<file path="src/rtl/min_reduce_int64_if.sv">
// Operand/result stream bundle for min_reduce_int64.
// out_idx exists only when MIN_REDUCE_ARGMIN_EN is defined.
interface min_reduce_int64_if #(
   parameter int unsigned WIDTH = 64,
   parameter int unsigned IDX_W = 16
);
   logic             in_valid;
   logic             in_ready;
   logic [WIDTH-1:0] in_data;
   logic             in_last;
   logic             out_valid;
   logic             out_ready;
   logic [WIDTH-1:0] out_min;
   logic [IDX_W-1:0] out_count;
`ifdef MIN_REDUCE_ARGMIN_EN
   logic [IDX_W-1:0] out_idx;
`endif

   // Producer/consumer side (testbench or upstream/downstream logic)
   modport master (
      output in_valid, in_data, in_last, out_ready,
      input  in_ready, out_valid, out_min, out_count
`ifdef MIN_REDUCE_ARGMIN_EN
      , input out_idx
`endif
   );

   // Reduction stage side
   modport slave (
      input  in_valid, in_data, in_last, out_ready,
      output in_ready, out_valid, out_min, out_count
`ifdef MIN_REDUCE_ARGMIN_EN
      , output out_idx
`endif
   );
endinterface

</file>
<file path="src/rtl/min_reduce_int64.sv">
// Streaming signed min-reduction: one result (min, count[, argmin]) per frame.
// Define MIN_REDUCE_ARGMIN_EN to build the position/argmin logic and out_idx.
module min_reduce_int64 #(
   parameter int unsigned WIDTH = 64,
   parameter int unsigned IDX_W = 16
) (
   input logic               clk,
   input logic               rst_n,
   min_reduce_int64_if.slave bus
);
   localparam logic [IDX_W-1:0] CNT_MAX = '1;

   typedef enum logic [1:0] {
      EMPTY = 2'd0,
      ACC   = 2'd1,
      DONE  = 2'd2
   } state_e;

   state_e           state_q, state_d;
   logic             in_ready_q, in_ready_d;
   logic             out_valid_q, out_valid_d;
   logic [WIDTH-1:0] acc_q, acc_d;
   logic [IDX_W-1:0] cnt_q, cnt_d;
   logic             accept_c;
   logic [IDX_W-1:0] cnt_inc_c;
`ifdef MIN_REDUCE_ARGMIN_EN
   logic [IDX_W-1:0] pos_q, pos_d;
   logic [IDX_W-1:0] idx_q, idx_d;
   logic [IDX_W-1:0] pos_inc_c;
`endif

   assign accept_c  = bus.in_valid && in_ready_q;
   assign cnt_inc_c = (cnt_q == CNT_MAX) ? CNT_MAX : cnt_q + IDX_W'(1);
`ifdef MIN_REDUCE_ARGMIN_EN
   assign pos_inc_c = (pos_q == CNT_MAX) ? CNT_MAX : pos_q + IDX_W'(1);
`endif

   always_ff @(posedge clk or negedge rst_n) begin
      if (!rst_n) begin
         state_q     <= EMPTY;
         in_ready_q  <= 1'b0;
         out_valid_q <= 1'b0;
         acc_q       <= '0;
         cnt_q       <= '0;
`ifdef MIN_REDUCE_ARGMIN_EN
         pos_q       <= '0;
         idx_q       <= '0;
`endif
      end else begin
         state_q     <= state_d;
         in_ready_q  <= in_ready_d;
         out_valid_q <= out_valid_d;
         acc_q       <= acc_d;
         cnt_q       <= cnt_d;
`ifdef MIN_REDUCE_ARGMIN_EN
         pos_q       <= pos_d;
         idx_q       <= idx_d;
`endif
      end
   end

   // Next state and datapath; handshake flags follow the next state so they are registered
   always_comb begin
      state_d = state_q;
      acc_d   = acc_q;
      cnt_d   = cnt_q;
`ifdef MIN_REDUCE_ARGMIN_EN
      pos_d   = pos_q;
      idx_d   = idx_q;
`endif
      unique case (state_q)
         EMPTY: begin
            if (accept_c) begin
               acc_d   = bus.in_data;
               cnt_d   = IDX_W'(1);
`ifdef MIN_REDUCE_ARGMIN_EN
               pos_d   = '0;
               idx_d   = '0;
`endif
               state_d = bus.in_last ? DONE : ACC;
            end
         end
         ACC: begin
            if (accept_c) begin
               // Strict greater-than: ties keep the earlier element
               if ($signed(acc_q) > $signed(bus.in_data)) begin
                  acc_d = bus.in_data;
`ifdef MIN_REDUCE_ARGMIN_EN
                  idx_d = pos_inc_c;
`endif
               end
               cnt_d = cnt_inc_c;
`ifdef MIN_REDUCE_ARGMIN_EN
               pos_d = pos_inc_c;
`endif
               if (bus.in_last) state_d = DONE;
            end
         end
         DONE: begin
            if (bus.out_ready) state_d = EMPTY;
         end
         default: state_d = EMPTY;
      endcase
      in_ready_d  = (state_d != DONE);
      out_valid_d = (state_d == DONE);
   end

   assign bus.in_ready  = in_ready_q;
   assign bus.out_valid = out_valid_q;
   assign bus.out_min   = acc_q;
   assign bus.out_count = cnt_q;
`ifdef MIN_REDUCE_ARGMIN_EN
   assign bus.out_idx   = idx_q;
`endif
endmodule

</file>
<file path="src/flat_wrapper.sv">
// flat-port wrapper written by rule: the top's interface ports become plain ports
module min_reduce_int64_flat 
#(
   parameter int unsigned WIDTH = 64,
   parameter int unsigned IDX_W = 16
)
  (clk, rst_n, bus_in_valid, bus_in_data, bus_in_last, bus_out_ready, bus_in_ready, bus_out_valid, bus_out_min, bus_out_count);
  min_reduce_int64_if #(.WIDTH(WIDTH), .IDX_W(IDX_W)) bus_i ();
  input logic clk;
  input logic rst_n;
  input wire logic [$bits(bus_i.in_valid)-1:0] bus_in_valid;
  input wire logic [$bits(bus_i.in_data)-1:0] bus_in_data;
  input wire logic [$bits(bus_i.in_last)-1:0] bus_in_last;
  input wire logic [$bits(bus_i.out_ready)-1:0] bus_out_ready;
  output wire logic [$bits(bus_i.in_ready)-1:0] bus_in_ready;
  output wire logic [$bits(bus_i.out_valid)-1:0] bus_out_valid;
  output wire logic [$bits(bus_i.out_min)-1:0] bus_out_min;
  output wire logic [$bits(bus_i.out_count)-1:0] bus_out_count;
  assign bus_i.in_valid = bus_in_valid;
  assign bus_i.in_data = bus_in_data;
  assign bus_i.in_last = bus_in_last;
  assign bus_i.out_ready = bus_out_ready;
  assign bus_in_ready = bus_i.in_ready;
  assign bus_out_valid = bus_i.out_valid;
  assign bus_out_min = bus_i.out_min;
  assign bus_out_count = bus_i.out_count;
  min_reduce_int64 #(.WIDTH(WIDTH), .IDX_W(IDX_W)) u_core (.clk(clk), .rst_n(rst_n), .bus(bus_i));
endmodule
</file>
<file path="config.mk">
export PLATFORM = sky130hd
export DESIGN_NAME = min_reduce_int64_flat
export DESIGN_NICKNAME = d
export VERILOG_FILES = /design/src/rtl/min_reduce_int64_if.sv /design/src/rtl/min_reduce_int64.sv /design/src/flat_wrapper.sv
export SDC_FILE = /design/constraint.sdc
export NUM_CORES = 1
export LEC_CHECK = 0
export BUFFER_PORTS_ARGS = -buffer_cell sky130_fd_sc_hd__buf_2
export CAP_MARGIN = 10
export CORE_UTILIZATION = 50
export CTS_CLUSTER_SIZE = 16
export DETAILED_ROUTE_END_ITERATION = 10
export PLACE_DENSITY_LB_ADDON = 0.3
export SLEW_MARGIN = 20
export SYNTH_ARGS = -nofsm -noshare
export SYNTH_HDL_FRONTEND = slang
export SYNTH_SLANG_ARGS = --single-unit
</file>
<file path="constraint.sdc">
create_clock -name clk -period 3.2 [get_ports clk]
set_input_delay 0.16 -clock clk [delete_from_list [all_inputs] [get_ports clk]]
set_output_delay 0.16 -clock clk [all_outputs]
set_load 0.01 [all_outputs]
</file>
# ---- Word level (Yosys, flattened, before mapping)
# Index checks and enable logic that the tools add are counted.
dict set report word_totals {
  output_inout_bits 82
  word_cells 34
  reg_bits 84
  input_bits 69
}
dict set report classes {
  add_sub_neg 1
  n_mux 14
  n_lt_le_gt_ge 1
  eq_ne 8
  reduce_logical 5
}
# op n
set op_table {}
lappend op_table {{$mux 64} 3}
lappend op_table {{$pmux 64 s2} 1}
lappend op_table {{$gt 64x64->1} 1}
lappend op_table {{$mux 16} 3}
lappend op_table {{$pmux 16 s2} 1}
lappend op_table {{$add 16x1->16 const B} 1}
lappend op_table {{$eq 16x16->1 const B} 1}
lappend op_table {{$mux 2} 5}
lappend op_table {{$ne 2x1->1 const B} 3}
lappend op_table {{$pmux 2 s3} 1}
lappend op_table {{$eq 2x2->1 const B} 2}
lappend op_table {{$reduce_and 4->1} 1}
lappend op_table {{$reduce_and 3->1} 1}
lappend op_table {{$eq 2x1->1 const B} 1}
lappend op_table {{$logic_not 2->1} 1}
lappend op_table {{$ne 2x2->1 const B} 1}
lappend op_table {{$reduce_bool 2->1} 1}
lappend op_table {{$logic_and 1x1->1} 1}

# ---- Logic depth before layout (Yosys ltp)
dict set report logic_depth {
  word_depth 4
  ltp_mapped 10
  depth_no_buf 9
}

# ---- Least setup slack after synthesis
# Ideal clock, no wire load.
dict set report synth_timing {
  kind {flip-flop to flip-flop}
  startpoint {register u_core.acc_q[33], in the netlist u_core.bus.out_min[33]}
  endpoint {register u_core.acc_q[0], in the netlist u_core.bus.out_min[0]}
  path_buffers 1
  arrival_time_ps 2587
  setup_ps 125
  t_required_ps 3075
  stages_incl_launch_ff 10
  slack_ps 488
  synth_period_minus_slack_ps 2712
  cell_sequence {dfrtp_1 > ha_1 > a21o_1 > a221o_1 > a221oi_2 > o211a_1 > nand4_2 > a21oi_4 > buf_8 > mux2_4}
}
dict set report synth_between {
  elab_chain_len 3
}
# item line_no
set synth_rtl {}
lappend synth_rtl {{from (decl)} min_reduce_int64.sv:22} ;# logic [WIDTH-1:0] acc_q, acc_d;
lappend synth_rtl {{from (signal assigned)} min_reduce_int64.sv:43} ;# acc_q <= '0;
lappend synth_rtl {{from (signal assigned)} min_reduce_int64.sv:53} ;# acc_q <= acc_d;
lappend synth_rtl {{$gt 64x64->1} min_reduce_int64.sv:86} ;# if ($signed(acc_q) > $signed(bus.in_data)) begin
lappend synth_rtl {{$ne 2x1->1 (no line)} -}
lappend synth_rtl {{$reduce_and 4->1 (no line)} -}
# Every way passes these cells.
# A chain may end at the register's enable or synchronous reset.

# ---- Worst setup path in the final report
dict set report layout_timing {
  startpoint {register u_core.acc_q[63], in the netlist u_core.bus.out_min[63]}
  endpoint {register u_core.acc_q[50], in the netlist u_core.bus.out_min[50]}
}
# The elaborated chain is that of the path after synthesis.

==> reports/results.tsv <==
metric	value	unit
maximum vdd drop	0.3563	mV
Filler Cells Inserted	841	
Final Critical Period	2.859	ns
setup TNS	0	ns
asr flop ratio synth	100.0	%
#FFs+latches synth	84	
H-tree levels	3	
I/O pin cnt	151	
post-synthesis xor/xnor area fraction	0	%
Int Pwr	3.593	mW
number of max-cap violations	0	
multiplexer area fraction after synthesis	17.74	%
Post-Syn Area	5333	um^2
GRT Overall Usage	22.33	%
area occupied by multi-input gates	2867	um^2
die area	11080	um^2
commonest non-fill, non-tap cell in the layout	buf_2	
TritonCTS clock tree	built	
compound-cell area share of the yosys netlist	10.23	%
Post-Synth Adder-Cell Area	15.25	%
Seq pwr share	33.9	%
Root Driver	clkbuf_8	
actual slew at the worst max-slew pin	1.016	ns
vias	4143	
largest family of logic cells by synthesized area	multiplexers	
Max Clk Rate	349.8	MHz
share of power burned in the clock network	16.8	%
outcome	complete, no violations	
Reg area	2102	um^2
Final Max Tran Viols	0	
antenna violations before repair	0	
power per cell area	882.2	nW/um^2
Clk pin slew, worst setup/hold paths	0.09	ns
die height	105.3	um
Main synth FF type	dfrtp_1	
startpoint types	flip-flop	
Remaining DRCs	0	
placed cell areas	6183	um^2
Max Root-Sink Buffers	2	
sw power	2.095	mW
sequential area share after synthesis	39.42	%
commonest non-fill, non-tap cells in the layout	buf_2, dfrtp_1, inv_1, ha_1, mux2_4	
Design Area, Final	6447	um^2
layout net count	774	
final setup vio count	0	
Avg Inst Size Synth	10.93	um^2
Relative slew margins	32.04	%
sw frac	36.83	%
pin count of the biggest net entering global routing	85	
number of global-route vias before repair	4063	
Leakage	3.520	nW
Final period util	89.34	%
Iter 0 DRT Violations	178	
Worst setup EP type	flip-flop	
worst hold path class	input port to flip-flop	
Yosys cell types	43	
Antenna Nets Post-Route	0	
Area Growth Syn to Fin	20.91	%
TritonCTS Buffers	9	
crit-path cells	ha_1, nand4_1, nand4bb_1, nor4_2, a21oi_1, o21a_1, a21oi_4, buf_12, mux2_2	
CP Max Fanout	37	
Port Buffer Count	150	
Crit path max-delay family	simple AND/OR/NAND/NOR gates	
Horiz. Die Dim	105.3	um
HPWL after detailed placement	8.836	mm
Fin. Hold Viols	0	
DR WL/cell	15.09	um
ANT cells	0	
slowest CP cell	dfrtp_1	
DRT Pass-1 Iters	4	
Ys Warns	0	
RSZ-0062 raised after global routing	no	
Worst Path Required	3.45	ns
critical path arrival	3.11	ns
Synthesized Nets	622	
share of cells above drive strength 1	36.90	%
Starting Density	51.65	%
skew final	0.01416	ns
final WL	11.78	mm
clock latency on the worst-skew pair	0.37	ns
remaining global-route overflow	0	
first-pass GRT wire length	19.46	mm
Bufs and invs on worst path	1	
row count	37	
routability-driven placement congestion ratio	0.8208	
CTS resizes	0	
simple-gate share of the synthesized area	10.53	%
Gate power share	49.3	%
number of synthesized flops with an enable pin	0	
Max stage delay on crit path	0.42	ns
core box area	10320	um^2
Post-Synthesis Cells	488	
drt via density	5.305	
Crit Path Class	flip-flop to flip-flop	
CTS Sinks	84	
==> layout make-up <==
class                           count  share of cell area, %
Multi-Input combinational cell    325                  44.46
Sequential cell                    84                  32.60
Timing Repair Buffer              153                  12.52
Inverter                           67                  3.901
Tap cell                          136                  2.639
Clock buffer                       12                  2.406
Clock inverter                      4                  1.475
==> synth_stat cells, types with 2 or more instances <==
master	number	area [um^2]
a221oi_1	3	26.28
and3_1	3	18.77
clkbuf_1	6	22.52
buf_8	6	90.09
dfrtp_1	84	2102
ha_1	65	813.3
and4_1	8	70.07
or2_2	2	12.51
o21ai_0	15	75.07
and2_1	2	12.51
a21oi_1	47	235.2
nand4_1	12	75.07
or2_1	2	12.51
nand2_1	27	101.4
or3_1	2	12.51
mux2_2	4	45.04
nor3_1	2	10.01
nor2_1	22	82.58
nand3_1	19	95.09
mux2_4	60	900.9
inv_1	67	251.5
o21a_1	2	15.01
a31oi_1	3	18.77
a2bb2oi_1	2	17.52
a21o_1	5	37.54
==> routing by layer <==
| layer | wire length [um] | share of wire (%) | GRT usage, % |
|---|---|---|---|
| met5 | 0 | 0 | 0 |
| met4 | 235 | 2.0 | 9.658 |
| met3 | 674 | 5.7 | 5.257 |
| met2 | 5616 | 48 | 36.51 |
| met1 | 5255 | 45 | 28.20 |
==> what timing repair did <==
item                                   in CTS  in global routing
endpoints found under the hold margin       0                 84
setup buffers                               0                  0
hold buffers                                0                  1
==> cells by family (layout without fill, tap and decap cells) <==
| family | count (synthesis) | after routing |
|---|---|---|
| buffers and inverters | 79 | 236 |
| DFF | 84 | 84 |
| AOI/OAI and AO/OA | 89 | 89 |
| adders and majority gates | 65 | 65 |
| and+or+nand+nor | 107 | 107 |
| muxes | 64 | 64 |
==> power by group through the flow <==
stage	logic (mW)	registers (mW)	clock network, mW
2_1_floorplan	1.81	2.07	0
3_3_place_gp	2.72	1.91	0
4_1_cts	2.84	1.93	0.983
5_1_grt	3.10	1.99	1.02
6_report	2.80	1.93	0.958
3_5_place_dp	2.82	1.94	0
==> metrics by stage <==
| stage | hold slack [ns] | cells | total power [mW] | utilization [%] | setup slack [ns] |
|---|---|---|---|---|---|
| final | 0.02706 | 781 | 5.688 | 62.45 | 0.3412 |
| after global routing | 0.01522 | 781 | 6.106 | 62.45 | 0.1644 |
| after global placement | 0.4062 | 764 | 4.635 | 59.90 | 0.3921 |
| after floorplan | -0.1356 | 488 | 3.875 | - | 0.4880 |
| after CTS | 0.002031 | 780 | 5.747 | 62.32 | 0.3042 |
| after detailed placement | 0.4104 | 764 | 4.759 | 59.90 | 0.3153 |
==> worst paths after layout <==
| kind | from | to | slack [ns] | cells past startpoint |
|---|---|---|---|---|
| setup reg to reg | u_core.bus.out_min[63]$_DFFE_PN0P_ | u_core.bus.out_min[50]$_DFFE_PN0P_ | 0.34 | 9 |
| hold / removal | bus_in_data[11] | u_core.bus.out_min[11]$_DFFE_PN0P_ | 0.03 | 2 |
| hold reg to reg | u_core.state_q[1]$_DFF_PN0_ | u_core.state_q[0]$_DFF_PN0_ | 0.54 | 1 |
| min in group asynchronous | rst_n | u_core.bus.out_min[9]$_DFFE_PN0P_ | 0.38 | 2 |
| max in group asynchronous | rst_n | u_core.bus.out_min[34]$_DFFE_PN0P_ | 2.21 | 2 |
| setup / recovery | u_core.bus.out_min[63]$_DFFE_PN0P_ | u_core.bus.out_min[50]$_DFFE_PN0P_ | 0.34 | 9 |
==> worst register-to-register path, cell delays in order, from the launching register on <==
cell       delay (ns)
dfrtp_1          0.42
ha_1             0.37
nand4_1          0.19
nand4bb_1        0.29
nor4_2           0.30
a21oi_1          0.11
o21a_1           0.15
a21oi_4          0.21
buf_12           0.29
mux2_2           0.42
==> registers in the layout (all words and copies together) (netlist names) <==
name                  count
u_core.bus.in_ready       1
u_core.bus.out_count     16
u_core.bus.out_min       64
u_core.bus.out_valid      1
u_core.state_q            2
Power figures use the tool's default switching activity.
